File: config.mk
export PLATFORM = sky130hd
export DESIGN_NAME = led_matrix_scanner
export DESIGN_NICKNAME = d
export VERILOG_FILES = /design/src/rtl/led_matrix_scanner.sv
export SDC_FILE = /design/constraint.sdc
export NUM_CORES = 1
export LEC_CHECK = 0
export ABC_AREA = 1
export BUFFER_PORTS_ARGS = -buffer_cell sky130_fd_sc_hd__buf_4
export CAP_MARGIN = 20
export CORE_MARGIN = 5
export CORE_UTILIZATION = 62
export DETAILED_ROUTE_END_ITERATION = 8
export GPL_TIMING_DRIVEN = 0
export PLACE_DENSITY = 0.85
export SYNTH_ARGS = -nofsm -noshare
export SYNTH_HDL_FRONTEND = slang
export SYNTH_SLANG_ARGS = --single-unit
File: constraint.sdc
create_clock -name clk -period 3.2 [get_ports clk]
set_input_delay 0.48 -clock clk [delete_from_list [all_inputs] [get_ports clk]]
set_output_delay 0.48 -clock clk [all_outputs]
set_load 0.1 [all_outputs]
File: src/rtl/led_matrix_scanner.sv
// Read-side scanner for the 512x6 frame memory driving a 32x32 RGB panel with 1/16 scan.
// Sweeps {row,col}, shifts 32 columns per row, then blanks, latches and displays for DWELL cycles.
module led_matrix_scanner #(
  parameter int unsigned DWELL = 256
) (
  input  logic       clk,
  input  logic       reset_n,
  input  logic [5:0] rd,
  output logic [8:0] adr,
  output logic [5:0] rgb,
  output logic       sclk,
  output logic       lat,
  output logic       oe_n,
  output logic [3:0] row_addr,
  output logic       frame_done
);

  localparam int unsigned ROW_W   = 4;
  localparam int unsigned COL_W   = 5;
  localparam int unsigned DWELL_W = 16;
  localparam int unsigned DATA_W  = 6;
  localparam int unsigned ADR_W   = ROW_W + COL_W;

  localparam logic [COL_W-1:0]   COL_LAST     = COL_W'(31);
  localparam logic [ROW_W-1:0]   ROW_LAST     = ROW_W'(15);
  localparam logic [DWELL_W-1:0] DWELL_RELOAD = DWELL_W'(DWELL - 1);

  typedef enum logic [2:0] {
    ST_SHIFT,
    ST_TAIL,
    ST_BLANK,
    ST_LATCH,
    ST_DISPLAY
  } state_e;

  state_e               state_q, state_d;
  logic                 phase_q, phase_d;
  logic [ROW_W-1:0]     row_q, row_d;
  logic [COL_W-1:0]     col_q, col_d;
  logic [DWELL_W-1:0]   dwell_q, dwell_d;

  logic [ADR_W-1:0]     adr_q, adr_d;
  logic [DATA_W-1:0]    rgb_q, rgb_d;
  logic                 sclk_q, sclk_d;
  logic                 lat_q, lat_d;
  logic                 oe_n_q, oe_n_d;
  logic [ROW_W-1:0]     row_addr_q, row_addr_d;
  logic                 frame_done_q, frame_done_d;
  logic                 enter_phase_b;

  // Next-state and next-output logic; every output reflects the state being entered.
  always_comb begin
    state_d       = state_q;
    phase_d       = phase_q;
    row_d         = row_q;
    col_d         = col_q;
    dwell_d       = dwell_q;
    enter_phase_b = 1'b0;

    case (state_q)
      ST_SHIFT: begin
        if (!phase_q) begin
          phase_d       = 1'b1;
          enter_phase_b = 1'b1;
        end else begin
          phase_d = 1'b0;
          if (col_q == COL_LAST) begin
            col_d   = '0;
            state_d = ST_TAIL;
          end else begin
            col_d = col_q + COL_W'(1);
          end
        end
      end
      ST_TAIL:  state_d = ST_BLANK;
      ST_BLANK: state_d = ST_LATCH;
      ST_LATCH: begin
        state_d = ST_DISPLAY;
        dwell_d = DWELL_RELOAD;
      end
      ST_DISPLAY: begin
        if (dwell_q == '0) begin
          state_d = ST_SHIFT;
          phase_d = 1'b0;
          row_d   = row_q + ROW_W'(1);
        end else begin
          dwell_d = dwell_q - DWELL_W'(1);
        end
      end
      default: begin
        state_d = ST_SHIFT;
        phase_d = 1'b0;
      end
    endcase

    adr_d        = {row_d, col_d};
    rgb_d        = enter_phase_b ? rd : rgb_q;
    // Column 0 gets no edge in SHIFT; its data is clocked by the following column's phase A.
    sclk_d       = ((state_d == ST_SHIFT) && !phase_d && (col_d != '0)) || (state_d == ST_TAIL);
    lat_d        = (state_d == ST_LATCH);
    oe_n_d       = (state_d != ST_DISPLAY);
    row_addr_d   = (state_d == ST_BLANK) ? row_q : row_addr_q;
    frame_done_d = (state_d == ST_DISPLAY) && (dwell_d == '0) && (row_q == ROW_LAST);
  end

  // State, counters and registered outputs.
  always_ff @(posedge clk or negedge reset_n) begin
    if (!reset_n) begin
      state_q      <= ST_SHIFT;
      phase_q      <= 1'b0;
      row_q        <= '0;
      col_q        <= '0;
      dwell_q      <= '0;
      adr_q        <= '0;
      rgb_q        <= '0;
      sclk_q       <= 1'b0;
      lat_q        <= 1'b0;
      oe_n_q       <= 1'b1;
      row_addr_q   <= '0;
      frame_done_q <= 1'b0;
    end else begin
      state_q      <= state_d;
      phase_q      <= phase_d;
      row_q        <= row_d;
      col_q        <= col_d;
      dwell_q      <= dwell_d;
      adr_q        <= adr_d;
      rgb_q        <= rgb_d;
      sclk_q       <= sclk_d;
      lat_q        <= lat_d;
      oe_n_q       <= oe_n_d;
      row_addr_q   <= row_addr_d;
      frame_done_q <= frame_done_d;
    end
  end

  assign adr        = adr_q;
  assign rgb        = rgb_q;
  assign sclk       = sclk_q;
  assign lat        = lat_q;
  assign oe_n       = oe_n_q;
  assign row_addr   = row_addr_q;
  assign frame_done = frame_done_q;

endmodule

==> results of run 1 <==
[cell usage after synthesis]
| master | count | area, sq um |
|---|---|---|
| nor3_1 | 3 | 15.0 |
| inv_4 | 1 | 6.26 |
| mux2_2 | 1 | 11.3 |
| nor2_2 | 10 | 62.6 |
| dfstp_2 | 1 | 26.3 |
| a21oi_1 | 5 | 25.0 |
| a31oi_1 | 1 | 6.26 |
| nor3_2 | 1 | 10.0 |
| dfrtp_1 | 42 | 1050 |
| xnor2_1 | 1 | 8.76 |
| nand3b_1 | 1 | 7.51 |
| nand3b_2 | 1 | 11.3 |
| ha_1 | 5 | 62.6 |
| nand2_1 | 89 | 334 |
| o21ai_2 | 1 | 8.76 |
| inv_2 | 7 | 26.3 |
| nor2_1 | 33 | 124 |
| or2_0 | 1 | 6.26 |
| or2_2 | 1 | 6.26 |
| nand2_2 | 7 | 43.8 |
| inv_1 | 40 | 150 |
| o21ai_1 | 3 | 15.0 |
| nand4_1 | 8 | 50.1 |
| xor2_1 | 4 | 35.0 |
| buf_6 | 2 | 22.5 |
| nand2_8 | 2 | 40.0 |
| nor2_8 | 2 | 40.0 |
| nand3_2 | 2 | 20.0 |
| and3_1 | 1 | 6.26 |
| nand3_1 | 23 | 115 |
| nand2_4 | 1 | 11.3 |
| nor2_4 | 5 | 56.3 |
| o21ai_0 | 9 | 45.0 |
[metrics by stage]
step                      setup WS, ns  power (uW)  hold WS, ns  util, %  instances
after floorplan                   1.01         591        0.184        -        314
after global placement            1.29         615        0.456     73.3        392
after detailed placement          1.25         616        0.461     73.3        392
after CTS                         1.22        1040        0.181     76.5        400
after global routing              1.01        1070        0.191     76.5        400
final                             1.21        1040        0.159     76.5        400
[cell families after synthesis]
logic type	Yosys count	synth area share, %
xor+xnor	5	1.78
fa+ha+maj	5	2.54
compound gates	19	4.07
simple gates	191	39.0
buf+inv	50	8.34
flops	43	43.8
mux	1	0.458
[final cells by class]
cell class                 instances  share of cell area, %
buffer                             2                  0.787
clock buffer                       6                   2.88
clock inverter                     2                   1.22
inverter                          48                   6.38
multi-input combinational        221                   41.1
sequential                        43                   37.6
tap                               48                   2.10
timing repair buffer              30                   7.87
[power breakdown]
group | leakage [uW] | total, uW | switching (uW) | internal [uW]
sequential | 0.000570 | 549 | 2.03 | 547
combinational | 0.00107 | 55.0 | 43.3 | 11.6
clock | 0.0000612 | 433 | 180 | 253
total | 0.00170 | 1040 | 226 | 811
[layer usage]
| layer | GRT usage [%] | vias to the layer above | share of wire [%] |
|---|---|---|---|
| li1 | - | 1057 | - |
| met1 | 28.7 | 1020 | 41 |
| met2 | 40.5 | 64 | 53 |
| met3 | 5.37 | 12 | 4.5 |
| met4 | 6.56 | 0 | 1.4 |
| met5 | 0 | - | 0 |
[sequential cells by signal, summed over array words and instances (netlist names)]
| signal | count |
|---|---|
| dwell_q | 16 |
| state_q | 3 |
| adr | 9 |
| phase_q | 1 |
| frame_done | 1 |
| sclk | 1 |
| rgb | 6 |
| row_addr | 4 |
| lat | 1 |
| oe_n | 1 |
[worst max-delay path by stage]
stage | start | end | cells after the start
after CTS | dwell_q[0] | frame_done | 14
after detailed placement | dwell_q[0] | frame_done | 14
after floorplan | adr[1] | sclk | 11
final | dwell_q[0] | frame_done | 14
after global routing | dwell_q[0] | frame_done | 14
after global placement | dwell_q[0] | frame_done | 14
[critical path: stages (launching register included)]
cell,delay (ns)
dfrtp_1,0.40
inv_1,0.12
ha_1,0.19
inv_1,0.05
nor2_1,0.11
nand2_2,0.10
nor2_8,0.12
nand2_8,0.10
nand2_8,0.11
nor2_1,0.05
nor2_2,0.12
nand2_1,0.06
nor2_1,0.12
nand3_1,0.13
nor2_1,0.13
==> results_dict.tcl, run 1 <==
set metrics [dict create \
    initial_core_util_pct 65.7 \
    postLayoutCellArea_sq_mm 0.00286 \
    report.final.slew_viol_count 0 \
    avgViaCountPerCell 5.38 \
    htreeDepth 2 \
    placedInstanceArea_sq_mm 0.00275 \
    criticalPathCategory "reg -> reg" \
    drive_above_1_share_pct 23.6 \
    seqCellArea_sq_mm 0.00108 \
    layout_common_cells "89 x nand2_1, 42 x dfrtp_1, 40 x inv_1, 33 x nor2_1, 30 x buf_4" \
    status "complete, no violations" \
    critical_path_arrival_ns 2.21 \
    required_ns 3.42 \
    clk_pin_slew_ns 0.08 \
    synth_cells 314 \
    crit_path_start_kind "flip-flop" \
    io_buffers 30 \
    drcViolationCount 0 \
    synth_cell_type_count 33 \
    clock-sinks 43 \
    firstDrtPassIters 5 \
    ios 31 \
    finalCritPeriodShare_pct 62.1 \
    drv_cap 0 \
    antenna_found_initial 0 \
    synth_seq_cells 43 \
    syn_nets 327 \
    post_cts_buffers 0 \
    rrSetupSlack_ns 1.21 \
    nFillCells 293 \
    hold_viol 0 \
    antennaDiodeCount 0 \
    post-dp-hpwl_um 4030 \
    die_area_sq_mm 0.00533 \
    final-setup-viol-count 0 \
    ir_worst_vdd_mv 0.258 \
    r2r_start "dwell_q[0]" \
    die_height_um 73.0 \
    period_needed_ns 1.99 \
    seq_area_frac_synth_pct 43.8 \
    path_max_fanout 10 \
    fin_skew_ns 0.00965 \
    wl_per_cell_um 13.7 \
    cts-buffers-inserted 5 \
    p_per_area_mw_per_mm2 362 \
    ctsHoldBuffers 0 \
    tns_ns 0 \
    reg2regPathDepth 14 \
    grt_pass1_wl_um 9690 \
    grt_setup_unrepaired "no" \
    layout_commonest_cell "nand2_1" \
    core-area_sq_mm 0.00374 \
    grtUsageTotal_pct 23.3 \
    reg2reg_to "frame_done" \
    vias 2153 \
    grt_max_degree 44 \
    die_x_um 73.0 \
    max_freq_mhz 503 \
    place.gp.congestion 0.894 \
    drt-total-wl_um 5470 \
    power_leakage_uw 0.00170 \
    endpoint_kind "flip-flop" \
    cts-root-buf "clkbuf_8" \
    netlist_area_sq_mm 0.00246 \
    drtAntennaViolNets 0 \
    worstMarginPinSlew_ns 0.535 \
    cts_tree "yes" \
    area_growth_pct 16.4 \
    ys_warn_count 0 \
    multi_input_area_sq_mm 0.00118 \
    synthesis.area_per_instance_sq_um 7.83 \
    clk_latency_ns 0.29 \
    grt_overflow 0 \
    drt_iter0_drc 176 \
    row_count 22 \
    nNetsFinal 364 \
    cts_max_path_buffers 2 \
    grt_pass1_vias 2210 \
    post_cts_resized 0 \
    slew_headroom_pct 64.4 \
    worstHoldPathType "in -> async" \
]
No activity file was read; power rests on OpenSTA's default activity.
==> run 2, diff against run 1 <==
--- a/config.mk
+++ b/config.mk
@@ -9,10 +9,10 @@
 export BUFFER_PORTS_ARGS = -buffer_cell sky130_fd_sc_hd__buf_4
 export CAP_MARGIN = 20
 export CORE_MARGIN = 5
-export CORE_UTILIZATION = 62
+export CORE_UTILIZATION = 52
 export DETAILED_ROUTE_END_ITERATION = 8
 export GPL_TIMING_DRIVEN = 0
-export PLACE_DENSITY = 0.85
+export PLACE_DENSITY = 0.76
 export SYNTH_ARGS = -nofsm -noshare
 export SYNTH_HDL_FRONTEND = slang
 export SYNTH_SLANG_ARGS = --single-unit
==> constraint.sdc (replaced) <==
create_clock -name clk -period 1.8 [get_ports clk]
set_input_delay 0.27 -clock clk [delete_from_list [all_inputs] [get_ports clk]]
set_output_delay 0.27 -clock clk [all_outputs]
set_load 0.1 [all_outputs]
==> results_dict.tcl, run 2 (synthesis gave the netlist of run 1 again) <==
set metrics [dict create \
    fin_skew_ns 0.0139 \
    worstHoldPathType "in -> reg" \
    p_total_uw 1730 \
    layout_common_cells "87 x nand2_1, 37 x buf_4, 36 x inv_1, 35 x dfrtp_1, 26 x nor2_1" \
    avgViaCountPerCell 5.16 \
    drt-total-wl_um 5590 \
    min_from "rd[5]" \
    required_ns 2.03 \
    hold_slack_ns 0.163 \
    nNetsFinal 375 \
    drtAntennaViolNets 0 \
    clock-sinks 43 \
    drive_above_1_share_pct 33.3 \
    crit_start "dwell_q[0]" \
    worstMarginPinSlew_ns 0.536 \
    io_buffers 30 \
    crit_top_cell "nor2_1" \
    critPathBufInv 1 \
    largest_reg_flops 16 \
    grt_setup_unrepaired "yes" \
    initial_core_util_pct 52.8 \
    r2r_start "dwell_q[0]" \
    place.gp.congestion 0.888 \
    power_leakage_uw 0.00175 \
    grtUsageTotal_pct 18.3 \
    critical_path_arrival_ns 2.20 \
    p_per_area_mw_per_mm2 570 \
    report.final.slew_viol_count 0 \
    endpoint_kind "flip-flop" \
    crit_family "simple AND/OR/NAND/NOR gates" \
    path_max_fanout 5 \
    row_count 25 \
    tns_ns -0.182 \
    crit_path_start_kind "flip-flop" \
    slew_headroom_pct 63.9 \
    vias 2150 \
    max_stage_delay_ns 0.39 \
    antennaDiodeCount 0 \
    crit_chain "inv_2 > ha_2 > nand2_1 > nor2_1 > nand4_1 > a21oi_1 > nand2_1 > nor2_1 > nand3_1 > nor2_1" \
    hold_viol 0 \
    cts-buffers-inserted 5 \
    drcViolationCount 0 \
    area_growth_pct 23.0 \
    die_area_sq_mm 0.00621 \
    cts_tree "yes" \
    cts-root-buf "clkbuf_8" \
    finalWorstSetupSlack_ns -0.172 \
    die_x_um 78.8 \
    grt_pass1_vias 1966 \
    final-setup-viol-count 2 \
    slowest_stage "dfrtp_1" \
    drt_iter0_drc 136 \
    core-area_sq_mm 0.00466 \
    nFillCells 394 \
    ios 31 \
    antenna_found_initial 0 \
    clk_latency_ns 0.31 \
    grt_pass1_wl_um 9020 \
    cts_max_path_buffers 2 \
    grt_overflow 0 \
    firstDrtPassIters 4 \
    violations "setup timing" \
    max_freq_mhz 507 \
    criticalPathCategory "reg -> reg" \
    period_needed_ns 1.97 \
    post-dp-hpwl_um 3970 \
    place_ws_ns -0.137 \
    clk_pin_slew_ns 0.09 \
    drv_cap 0 \
    htreeDepth 2 \
    layout_commonest_cell "nand2_1" \
    status "finished, violations left" \
    die_height_um 78.8 \
    finalCritPeriodShare_pct 110 \
    wl_per_cell_um 13.4 \
    grt_max_degree 44 \
    top_register "dwell_q" \
    ir_worst_vdd_mv 0.524 \
]
run 2: cell types whose count changed in the layout (fill, tap and decap cells not counted), sizes merged:
cell and delta:
buf +9, bufinv -1, clkbuf -1, clkinv +1, clkinvlp +1, dlygate4sd3 +1, nand2 +1
run 2: layout make-up:
class / count / area (sq um) / area share, %
plain buffers: 2 / 22.5 / 0.744
clock buffers: 5 / 68.8 / 2.27
flip-flops and latches: 43 / 1090 / 36.0
multi-input cells: 222 / 1260 / 41.6
inverters: 48 / 183 / 6.04
well taps: 54 / 67.6 / 2.23
repair buffers: 40 / 310 / 10.3
clock inverters: 3 / 25.0 / 0.827
run 2: through the flow:
stage,utilization (%),instance area (sq um),std cells
after global placement,59.4,2770,398
after detailed placement,59.4,2770,398
after global routing,64.9,3030,417
after CTS,62.0,2890,409
final,64.9,3030,417
after floorplan,-,2470,314
run 2: timing repair:
item / in CTS / in global routing
gates resized for setup: 4 / 24
endpoints found under the hold margin: 42 / 0
setup buffers: 2 / 7
cloned: 0 / 1
pin swaps: 0 / 3
endpoints found under the setup margin: 2 / 9
hold buffers: 1 / 0
run 2: layer usage:
layer / GRT usage (%) / wire (um) / vias up
met3: 2.95 / 281 / 6
met4: 5.42 / 77 / 0
met1: 25.4 / 2550 / 1011
met5: 0 / 0 / -
li1: - / - / 1080
met2: 29.5 / 2680 / 53
run 2: worst reg2reg max path, cell delays in order, from the launching register on:
cell and delay (ns):
dfrtp_1 0.39, inv_2 0.10, ha_2 0.24, nand2_1 0.13, nor2_1 0.22, nand4_1 0.15, a21oi_1 0.22, nand2_1 0.08
nor2_1 0.15, nand3_1 0.11, nor2_1 0.10
run 2: worst paths after layout:
check / to / slack, ns / cells past startpoint
max: frame_done / -0.17 / 10
min: rgb[5] / 0.16 / 3
max reg2reg: frame_done / -0.17 / 10
min reg2reg: row_addr[1] / 0.48 / 2
max in group asynchronous: adr[0] / 0.89 / 2
min in group asynchronous: dwell_q[14] / 0.47 / 2
run 2: power by group:
group	switching (uW)	total [uW]	internal, uW	leakage, uW
registers	3.46	975	972	0.000560
logic	77.5	99.6	22.1	0.00115
clock network	373	651	278	0.0000443
total	454	1730	1270	0.00175
